--- config.mk ---
export PLATFORM = sky130hd
export DESIGN_NAME = bicubic_tap_feeder
export DESIGN_NICKNAME = d
export VERILOG_FILES = /design/src/rtl/bicubic_tap_feeder.sv
export SDC_FILE = /design/constraint.sdc
export NUM_CORES = 1
export LEC_CHECK = 0
export BUFFER_PORTS_ARGS = -buffer_cell sky130_fd_sc_hd__buf_4
export CAP_MARGIN = 20
export CORE_MARGIN = 2
export CORE_UTILIZATION = 40
export CTS_CLUSTER_DIAMETER = 100
export DETAILED_ROUTE_END_ITERATION = 8
export HOLD_SLACK_MARGIN = 0.06
export SETUP_SLACK_MARGIN = 0.2
export SKIP_CTS_REPAIR_TIMING = 1
export SYNTH_ARGS = -nofsm -noshare
export SYNTH_HDL_FRONTEND = slang
export SYNTH_SLANG_ARGS = --single-unit
--- constraint.sdc ---
create_clock -name clk -period 1.8 [get_ports clk]
set_input_delay 0.09 -clock clk [delete_from_list [all_inputs] [get_ports clk]]
set_output_delay 0.09 -clock clk [all_outputs]
set_load 0.02 [all_outputs]
--- src/rtl/bicubic_tap_feeder.sv ---
// ---------------------------------------------------------------------------
// bicubic_tap_feeder
//
// Source-side window generator for 4-tap bicubic weight tables. One
// horizontal line of 8-bit pixels arrives over a valid/ready stream. For
// every source position x the window {p[x-1], p[x], p[x+1], p[x+2]} is
// presented on tap_0..tap_3, and it is repeated SCALE times (once per
// interpolation phase, reported on out_phase).
//
// A line of N real pixels produces N+2 window pushes: the N pixels plus two
// right-edge pad pushes after in_last. The result is exactly N windows.
//
// Configuration macro:
//   TAP_FEEDER_ZERO_EDGE_EN  defined   -> left and right pads are 8'd0
//                            undefined -> edge replication (left pad = p0,
//                                         right pad = last window tap)
//   Push counts and timing are the same in both builds.
//
// Ports:
//   clk        in   1        clock, all logic on posedge
//   rst        in   1        synchronous active-high reset
//   in_valid   in   1        input pixel valid
//   in_ready   out  1        feeder accepts a pixel this cycle
//   in_data    in   8        source pixel
//   in_last    in   1        final pixel of the line
//   out_valid  out  1        window + phase valid
//   out_ready  in   1        downstream accepts the window
//   tap_0..3   out  8        window taps p[x-1], p[x], p[x+1], p[x+2]
//   out_phase  out  PHASE_W  interpolation phase 0..SCALE-1
//   out_last   out  1        final phase of the final window of the line
// ---------------------------------------------------------------------------
module bicubic_tap_feeder #(
    parameter int SCALE   = 4,
    parameter int PHASE_W = 2
) (
    input  logic               clk,
    input  logic               rst,
    input  logic               in_valid,
    output logic               in_ready,
    input  logic [7:0]         in_data,
    input  logic               in_last,
    output logic               out_valid,
    input  logic               out_ready,
    output logic [7:0]         tap_0,
    output logic [7:0]         tap_1,
    output logic [7:0]         tap_2,
    output logic [7:0]         tap_3,
    output logic [PHASE_W-1:0] out_phase,
    output logic               out_last
);

    localparam logic [PHASE_W-1:0] LAST_PHASE = PHASE_W'(SCALE - 1);

    typedef enum logic [1:0] {
        IDLE,
        FILL,
        EMIT,
        FETCH
    } state_t;

    state_t             state, state_n;
    logic [1:0]         cnt, cnt_n;             // pushes made so far while filling
    logic               ended, ended_n;         // in_last already accepted
    logic [1:0]         pads_left, pads_left_n; // right-edge pad pushes still owed
    logic [PHASE_W-1:0] phase, phase_n;
    logic [7:0]         w0, w1, w2, w3;

    logic               do_push;
    logic               do_first;
    logic [7:0]         push_val;
    logic [7:0]         left_pad;
    logic [7:0]         right_pad;

`ifdef TAP_FEEDER_ZERO_EDGE_EN
    assign left_pad  = 8'd0;
    assign right_pad = 8'd0;
`else
    assign left_pad  = in_data;   // the first push carries p0
    assign right_pad = w3;        // w3 holds the last real pixel (or a copy of it)
`endif

    assign tap_0     = w0;
    assign tap_1     = w1;
    assign tap_2     = w2;
    assign tap_3     = w3;
    assign out_phase = phase;

    // Next-state and handshake decode.
    always_comb begin
        // NOTE: every output of this block gets a default first so no path
        // through the case statement can leave a latch behind.
        state_n     = state;
        cnt_n       = cnt;
        ended_n     = ended;
        pads_left_n = pads_left;
        phase_n     = phase;
        do_push     = 1'b0;
        do_first    = 1'b0;
        push_val    = in_data;
        in_ready    = 1'b0;
        out_valid   = 1'b0;
        out_last    = 1'b0;

        case (state)
            IDLE: begin
                in_ready = !rst;
                if (in_valid && !rst) begin
                    do_push     = 1'b1;
                    do_first    = 1'b1;
                    cnt_n       = 2'd1;
                    ended_n     = in_last;
                    pads_left_n = in_last ? 2'd2 : 2'd0;
                    phase_n     = '0;
                    state_n     = FILL;
                end
            end

            FILL: begin
                if (!ended) begin
                    in_ready = !rst;
                    if (in_valid && !rst) begin
                        do_push = 1'b1;
                        cnt_n   = cnt + 2'd1;
                        if (in_last) begin
                            ended_n     = 1'b1;
                            pads_left_n = 2'd2;
                        end
                    end
                end else begin
                    // Line already ended: pad pushes complete the first window
                    // and are charged against the two owed right-edge pads.
                    do_push     = 1'b1;
                    push_val    = right_pad;
                    cnt_n       = cnt + 2'd1;
                    pads_left_n = pads_left - 2'd1;
                end
                // The third push completes the first window.
                if (do_push && cnt == 2'd2) begin
                    phase_n = '0;
                    state_n = EMIT;
                end
            end

            EMIT: begin
                out_valid = 1'b1;
                out_last  = ended && (pads_left == 2'd0) && (phase == LAST_PHASE);
                if (out_ready) begin
                    if (phase != LAST_PHASE) begin
                        phase_n = phase + PHASE_W'(1);
                    end else begin
                        phase_n = '0;
                        if (!ended) begin
                            state_n = FETCH;
                        end else if (pads_left != 2'd0) begin
                            do_push     = 1'b1;
                            push_val    = right_pad;
                            pads_left_n = pads_left - 2'd1;
                        end else begin
                            state_n = IDLE;
                        end
                    end
                end
            end

            FETCH: begin
                in_ready = !rst;
                if (in_valid && !rst) begin
                    do_push     = 1'b1;
                    ended_n     = in_last;
                    pads_left_n = in_last ? 2'd2 : 2'd0;
                    phase_n     = '0;
                    state_n     = EMIT;
                end
            end

            default: state_n = IDLE;
        endcase
    end

    // State, counters and window register.
    always_ff @(posedge clk) begin
        // NOTE: sequential state uses non-blocking assignments so every
        // register samples the values from before this clock edge.
        if (rst) begin
            state     <= IDLE;
            cnt       <= 2'd0;
            ended     <= 1'b0;
            pads_left <= 2'd0;
            phase     <= '0;
            w0        <= 8'd0;
            w1        <= 8'd0;
            w2        <= 8'd0;
            w3        <= 8'd0;
        end else begin
            state     <= state_n;
            cnt       <= cnt_n;
            ended     <= ended_n;
            pads_left <= pads_left_n;
            phase     <= phase_n;
            if (do_push) begin
                if (do_first) begin
                    w0 <= left_pad;
                    w1 <= left_pad;
                    w2 <= left_pad;
                    w3 <= push_val;
                end else begin
                    w0 <= w1;
                    w1 <= w2;
                    w2 <= w3;
                    w3 <= push_val;
                end
            end
        end
    end

endmodule

==> impl_metrics.toml, run 1 <==
[outcome]
status = "complete, no violations"

[clocking]
cts_buffers = 5
htree_levels = 2
tritoncts = "yes"
cts_buffer_depth = 2
worstSkewPairLatency_ns = 0.29
clock_sinks = 41
cts_root_buf = "clkbuf_8"
clkTransAtPathRegs_ns = 0.08

[yosys]
yosys.area_share.simple_pct = 9.89
ys_types = 39
avgSynthCellArea_um2 = 9.95
synth_xor_area_share_pct = 0
ys_warn_count = 0
synthAdderAreaFrac_pct = 3.91
synth_top_cell_area_share_pct = 36.7
yosys.area.top_type = "dfxtp_1"
synth_mux_area_share_pct = 14.8
synth_top_family_by_area = "compound AO/OA/AOI/OAI gates"
syn_inst = 225
synthesis.nets = 245
netlist_area_mm2 = 0.00224
synth-seq-area-share_pct = 36.7
synth_compound_area_share_pct = 28.2
ys_ff_latch = 41
ys_top_cells_by_area = "dfxtp_1, mux2i_1, a211oi_2"

[power]
power_mw = 4.58
pwr_density_cell_mw_per_mm2 = 1470
leakagePower_nw = 1.25
irDropWorstVdd_mv = 0.841

[global_route]
grt_max_degree = 36
gr-total-overflow = 0
antenna_found_initial = 0
grt_use_total_pct = 18.2
grt_pass1_wl_mm = 8.99
grt_pass1_vias = 1824

[critical_path]
worstSetupPathType = "flip-flop to flip-flop"
critPathMaxStageDelay_ns = 0.39
crit_family = "flip-flops"
worstPathRequired_ns = 1.96
reg2reg_depth = 7
worstPathCellList = "inv_4 -> ha_4 -> buf_6 -> o221ai_4 -> and2_4 -> clkbuf_16 -> a211oi_2"
critical_path.endpoint_type = "flip-flop"
cp-start-kind = "flip-flop"
path_depth = 7
path_buf_inv = 3
slowest_stage = "dfxtp_4"
crit_fanout = 6
arrival_ns = 1.81

[layout]
fill_cells = 477
final_area_mm2 = 0.00311
area_growth_pct = 39.1
drive_above_1_share_pct = 45.4
nets = 311
final_common_cell = "buf_4"
final_cell_mix = "buf_4, dfxtp_1, mux2i_1, a21oi_1, a211oi_2"
post-route-util_pct = 57.2
antenna_cells = 0

[timing]
whs_ns = 0.0516
rsz0062_at_grt = "yes"
finalSetupTns_ns = 0
worst_pin_slew_ns = 0.513
post-route-min-period_ns = 1.64
skew_ns = 0.00454
fmax_ghz = 0.609
slew_viol_final = 0
setup-violations-final = 0
slew_headroom_pct = 65.8
post-route-period-util_pct = 91.3
final-hold-violation-count = 0

[route]
num_vias = 1967
drt-total-wl_mm = 5.80
wire_per_inst_um = 16.0
ant_nets = 0
drc_errors = 0
via_per_inst = 5.42
drt-initial-drc-count = 67
firstDrtPassIters = 5

[min_path]
hp-class = "primary input to flip-flop"
whs_path_depth = 2

[place]
globalplace.congestion = 0.856
portBuffers = 49
hpwl_mm = 3.74
post_dp_cell_area_mm2 = 0.00275

[floorplan]
std_cell_rows = 27
ios = 50
dieArea_mm2 = 0.00621
start_util_pct = 41.2
coreArea_mm2 = 0.00544
die_h_um = 78.8
die_x_um = 78.8

[job]
max-cap-violations = 0
==> kinds of logic (layout without fill, tap and decap cells) <==
group | count (synthesis) | after routing
buffers and inverters | 28 | 94
muxes | 33 | 33
adders and majority gates | 7 | 7
AOI/OAI and AO/OA | 76 | 76
and+or+nand+nor | 40 | 40
DFF | 41 | 41
==> worst register-to-register path, delay by kind of cell, from the launching register on <==
| kind | cells | cell delay (ns) |
|---|---|---|
| fa+ha+maj | 1 | 0.26 |
| simple gates | 1 | 0.26 |
| compound gates | 2 | 0.26 |
| flops | 1 | 0.39 |
| buf+inv | 3 | 0.35 |
==> flip-flops by register name, indices dropped and copies added, names as in the netlist <==
signal and cells:
cnt 2, ended 1, out_phase 2, pads_left 2, state 2, tap_0 8, tap_1 8, tap_2 8
tap_3 8
==> cell type report <==
type                       count  area, µm²  area share [%]
tap                           72       90.1            2.89
clock inverter                 1       6.26           0.201
inverter                      13       56.3            1.81
multi-input combinational    156       1380            44.5
sequential                    41        832            26.7
clock buffer                   6       82.6            2.65
timing repair buffer          74        662            21.3
==> synthesized netlist by cell type <==
| cell type | instances |
|---|---|
| nand2b_4 | 1 |
| nand3b_1 | 1 |
| nand2_1 | 5 |
| a21oi_1 | 32 |
| and2b_2 | 1 |
| nand3_2 | 1 |
| nand4b_1 | 1 |
| o21ai_1 | 2 |
| clkbuf_1 | 7 |
| and2_1 | 1 |
| o2111ai_4 | 1 |
| inv_1 | 13 |
| dfxtp_1 | 41 |
| a221o_1 | 1 |
| a211oi_1 | 5 |
| or3_1 | 4 |
| mux2i_1 | 33 |
| a31oi_1 | 1 |
| o22ai_2 | 1 |
| buf_6 | 3 |
| buf_4 | 3 |
| o311ai_1 | 1 |
| a211oi_2 | 20 |
| o31ai_1 | 2 |
| clkbuf_4 | 2 |
| o221ai_1 | 1 |
| o2111ai_1 | 1 |
| o22ai_1 | 1 |
| a2111o_1 | 1 |
| o41ai_1 | 1 |
| nand3_1 | 1 |
| o21ai_0 | 3 |
| o221ai_4 | 1 |
| nor2_1 | 15 |
| a222oi_1 | 1 |
| nor2b_1 | 2 |
| nand2b_1 | 6 |
| ha_1 | 7 |
| nor2_4 | 1 |
==> stage by stage <==
step | setup WS, ns | instances
CTS | 0.0605 | 348
floorplan | 0.192 | 225
finish | 0.157 | 363
detailed placement | 0.0773 | 341
global route | 0.0846 | 363
global placement | 0.0921 | 341
==> path summary, 6_finish.rpt <==
check                 from  endpoint  slack [ns]
setup / recovery  state[0]  tap_1[7]        0.16
hold / removal         rst  tap_1[3]        0.05
setup reg to reg  state[0]  tap_1[7]        0.16
hold reg to reg     cnt[0]    cnt[0]        0.46
==> where the power goes <==
part	internal, mW	leakage, nW	switching (mW)
registers	1.16	0.340	0.203
logic	1.24	0.865	1.35
clock network	0.305	0.0476	0.332
==> per-layer routing <==
metal / vias to the layer above / GRT usage (%) / share of wire [%]
li1: 959 / - / -
met1: 953 / 25.5 / 47
met2: 48 / 27.4 / 46
met3: 7 / 5.23 / 5.7
met4: 0 / 4.91 / 1.2
met5: - / 0 / 0
(Power assumes the default switching activity.)
==> run 2, diff against run 1 <==
clock period = 1.7 ns   (was 1.8 ns; I/O delays follow)
==> run 2 against run 1 <==
Sequential share of layout area shrank 0.62 points; critical path depth is the same; final area grew 2.5%; via count shrank 2.0%; core utilization grew 1.4 points.
==> impl_metrics.toml, run 2 (synthesis gave the netlist of run 1 again) <==
[place]
place_inst = 348
globalplace.congestion = 0.785
portBuffers = 49
hpwl_mm = 3.75

[route]
num_vias = 1928
ant_nets = 0
drt-total-wl_mm = 5.66
firstDrtPassIters = 4
via_per_inst = 5.27
drc_errors = 0
drt-initial-drc-count = 98
wire_per_inst_um = 15.5

[layout]
final_common_cell = "buf_4"
drive_above_1_share_pct = 48.6
final_cell_mix = "buf_4, dfxtp_1, mux2i_1, a21oi_1, a211oi_2"
nets = 314
antenna_cells = 0
area_growth_pct = 42.6
final_cells = 366
post-route-util_pct = 58.7

[floorplan]
die_h_um = 78.8
coreArea_mm2 = 0.00544
die_x_um = 78.8
dieArea_mm2 = 0.00621
std_cell_rows = 27
start_util_pct = 41.2
ios = 50

[clocking]
htree_levels = 2
cts_buffer_depth = 2
tritoncts = "yes"
cts_buffers = 5
clock_sinks = 41
cts_root_buf = "clkbuf_8"
clkTransAtPathRegs_ns = 0.08
worstSkewPairLatency_ns = 0.29

[critical_path]
ff2ff_setup_slack_ns = 0.03
worstSetupPathType = "flip-flop to flip-flop"
crit_fanout = 5
worstPathRequired_ns = 1.88
cp-start-kind = "flip-flop"
arrival_ns = 1.85
critical_path.endpoint_type = "flip-flop"

[power]
leakagePower_nw = 1.28
pwr_density_cell_mw_per_mm2 = 1540
irDropWorstVdd_mv = 1.04

[timing]
slew_headroom_pct = 78.7
slew_viol_final = 0
fmax_ghz = 0.597
post-route-period-util_pct = 98.5
worst_pin_slew_ns = 0.320
post-route-min-period_ns = 1.67
rsz0062_at_grt = "yes"
skew_ns = 0.00641
setup-violations-final = 0
final-hold-violation-count = 0

[global_route]
grt_pass1_vias = 1770
antenna_found_initial = 0
grt_max_degree = 25
grt_pass1_wl_mm = 8.76
grt_use_total_pct = 17.9
gr-total-overflow = 0

[outcome]
status = "complete, no violations"

[min_path]
hp-class = "primary input to flip-flop"

[job]
max-cap-violations = 0
-- run 2: worst max-delay path: stages (launching register included) --
cell	delay, ns
dfxtp_4	0.39
inv_4	0.05
ha_4	0.29
inv_2	0.04
a222oi_1	0.36
buf_4	0.19
mux2i_1	0.18
nor2_1	0.05
-- run 2: area by class of cell --
class	instances	area, µm²
multi-input combinational	156	1420
clock inverter	1	5.00
sequential	41	833
fill	471	2250
clock buffer	6	93.8
inverter	13	58.8
tap	72	90.1
timing repair buffer	77	694
-- run 2: per-layer routing --
metal | wire [µm] | global-route usage [%]
met1 | 2610 | 24.6
met2 | 2750 | 27.9
met3 | 233 | 4.09
met4 | 65 | 5.26
met5 | 0 | 0
-- run 2: power breakdown --
group          switching [mW]  internal [mW]
registers               0.207           1.23
logic                    1.43           1.34
clock network           0.337          0.368
-- run 2: path summary, 6_finish.rpt --
kind,cells after the start,to,start
min,3,tap_3[1],in_data[1]
max,7,pads_left[0],state[1]
max reg2reg,7,pads_left[0],state[1]
min reg2reg,2,cnt[0],cnt[0]
-- run 2: per-stage QoR --
step | power [mW] | hold WS (ns) | instance area [µm²] | setup WS [ns] | setup TNS (ns)
after detailed placement | 3.84 | 0.354 | 2850 | -0.0117 | -0.0117
after CTS | 4.56 | 0.0480 | 2950 | -0.0756 | -0.107
final | 4.92 | 0.0537 | 3190 | 0.0262 | 0
after floorplan | 3.12 | 0.229 | 2330 | 0.0924 | 0
after global routing | 5.20 | 0.0581 | 3190 | -0.0398 | -0.0398
after global placement | 3.82 | 0.348 | 2850 | 0.00972 | 0
==> run 3, diff against run 2 <==
ABC_AREA = 1   (was unset)
CTS_CLUSTER_SIZE = 8   (was unset)
GPL_TIMING_DRIVEN = 0   (was unset)
==> run 3 against run 2 <==
The flow now finishes with violations (hold timing); clock power up 18%; flip-flop and latch count stayed put; combinational power is 80% higher; synthesized cell count increased by 72%; core utilization up 2.1 points; critical endpoint is now tap_0[5]; fmax fell by 0.12%; non-clock buffer count up 17; hold slack got worse by 0.054 ns; synthesized area increased by 7.6%; routed wire length grew 14%.
==> impl_metrics.toml, run 3 <==
[global_route]
antenna_found_initial = 0
grt_max_degree = 13
grt_use_total_pct = 18.8
grt_pass1_vias = 2209
gr-total-overflow = 0
grt_pass1_wl_mm = 9.80

[route]
via_per_inst = 4.73
firstDrtPassIters = 4
drc_errors = 0
drt-total-wl_mm = 6.44
num_vias = 2577
wire_per_inst_um = 11.8
ant_nets = 0
drt-initial-drc-count = 99

[critical_path]
critical_path.endpoint_type = "flip-flop"
ff2ff_setup_slack_ns = 0.02
arrival_ns = 1.87
slowest_stage = "dfxtp_4"
r2r-end = "tap_0[5]"
crit_top_cell = "nor2_4"
cp-start-kind = "flip-flop"
reg2reg_from = "state[0]"
reg2reg_depth = 12
critPathMaxStageDelay_ns = 0.38
worstPathCellList = "inv_4 -> ha_4 -> buf_8 -> inv_6 -> nor2_4 -> nand2_2 -> nand3_4 -> and2_4 -> buf_12 -> clkbuf_16 -> nor2_4 -> nor2_2"
worstSetupPathType = "flip-flop to flip-flop"
worstPathRequired_ns = 1.90
crit_fanout = 7

[timing]
fmax_ghz = 0.597
slew_headroom_pct = 66.8
post-route-period-util_pct = 98.6
post-route-min-period_ns = 1.68
final-hold-violation-count = 2
worst_pin_slew_ns = 0.498
whs_ns = -0.000428
skew_ns = 0.00705
rsz0062_at_grt = "yes"
setup-violations-final = 0
slew_viol_final = 0
finalSetupTns_ns = 0

[clocking]
cts_buffer_depth = 2
tritoncts = "yes"
cts_root_buf = "clkbuf_8"
clock_sinks = 41
worstSkewPairLatency_ns = 0.29
cts_buffers = 5
htree_levels = 2
clkTransAtPathRegs_ns = 0.08

[job]
max-cap-violations = 0

[yosys]
ys_ff_latch = 41
synth_top_cell_area_share_pct = 34.1
synth-seq-area-share_pct = 34.1
synth_edf_count = 0
ys_top_cells_by_area = "dfxtp_1, nand2_1, nor2_1"
async_reset_ff_share_pct = 0
syn_inst = 386
ys_types = 23
ys_warn_count = 0
synthTopCellsByCount = "nand2_1, nor2_1, inv_1"
synth-main-ff-cell = "dfxtp_1"
synthesis.nets = 406
netlist_area_mm2 = 0.00241
avgSynthCellArea_um2 = 6.24
yosys.area.top_type = "dfxtp_1"
synth_most_common_cell = "nand2_1"

[layout]
final_common_cell = "nand2_1"
antenna_cells = 0
final_cell_mix = "nand2_1, buf_4, nor2_1, inv_1"
area_growth_pct = 48.5
nets = 489
final_cells = 545
drive_above_1_share_pct = 34.7
final_area_mm2 = 0.00358
fill_cells = 553
post-route-util_pct = 60.8

[power]
leakagePower_nw = 1.79
pwr_density_cell_mw_per_mm2 = 2120
irDropWorstVdd_mv = 0.978

[place]
hpwl_mm = 4.57
place_inst = 510
portBuffers = 49
post_dp_cell_area_mm2 = 0.00290
globalplace.congestion = 0.818

[floorplan]
ios = 50
std_cell_rows = 28
dieArea_mm2 = 0.00666
die_h_um = 81.6
start_util_pct = 40.9
die_x_um = 81.6
coreArea_mm2 = 0.00589

[min_path]
whs_path_depth = 2
min_to = "pads_left[1]"
hold_start = "rst"
hp-class = "primary input to flip-flop"

[outcome]
status = "finished, violations left"
violations = "hold timing"
run 3: cell count changes in the layout (fill, tap and decap cells not counted), moves of 20 or more:
cell,previous run,this run
nand2_1,5,122
inv_1,6,41
nor2_1,14,42
a21oi_1,30,3
mux2i_1,33,0
nand3_1,1,38
nor2_4,2,22
a211oi_2,22,1
nor2_2,0,22
run 3: cells by family after synthesis:
group                    synth area share (%)
AND/OR/NAND/NOR                          47.3
flip-flops                               34.1
buffers and inverters                    12.0
AO/OA/AOI/OAI                            3.01
adder cells (fa/ha/maj)                  3.64
run 3: worst max path at each step:
stage	slack, ns	cells after the start	start	end
3_3_place_gp	-0.05	10	state[1]	tap_0[5]
6_report	0.02	12	state[0]	tap_0[5]
2_1_floorplan	0.10	12	state[0]	tap_2[7]
4_1_cts	-0.07	10	state[1]	tap_0[7]
3_5_place_dp	-0.07	10	state[1]	tap_0[7]
5_1_grt	-0.04	12	state[0]	tap_0[5]
run 3: per-layer routing:
layer / vias up / global-route usage, % / part of all wire [%]
met5: - / 0 / 0
met3: 7 / 3.41 / 4.5
met2: 49 / 32.3 / 47
li1: 1341 / - / -
met1: 1180 / 24.1 / 47
met4: 0 / 5.33 / 1.1
run 3: cell type report:
| type | count | area [µm²] | area share [%] |
|---|---|---|---|
| plain buffers | 18 | 154 | 4.30 |
| clock buffers | 7 | 86.3 | 2.41 |
| clock inverters | 1 | 30.0 | 0.840 |
| inverters | 48 | 198 | 5.53 |
| multi-input cells | 279 | 1540 | 43.0 |
| flip-flops and latches | 41 | 830 | 23.2 |
| well taps | 75 | 93.8 | 2.62 |
| repair buffers | 76 | 648 | 18.1 |
run 3: per-stage QoR:
stage	power [mW]	setup slack (ns)	hold slack, ns
6_report	7.60	0.0243	-0.000428
2_1_floorplan	4.39	0.103	0.154
3_3_place_gp	5.43	-0.0520	0.300
3_5_place_dp	5.47	-0.0675	0.301
5_1_grt	8.20	-0.0381	-0.00111
4_1_cts	6.31	-0.0721	-0.0137
run 3: worst max-delay path: cells and delay by family, from the launching register on:
kind / cells / cell delay [ns]
flops: 1 / 0.38
buf+inv: 5 / 0.53
simple gates: 6 / 0.52
fa+ha+maj: 1 / 0.16
run 3: report_power, final:
part	switching (mW)	total [mW]	leakage, nW	internal [mW]
clock	0.350	0.830	0.0585	0.479
combinational	2.72	5.01	1.39	2.28
sequential	0.393	1.76	0.340	1.37
total	3.47	7.60	1.79	4.13
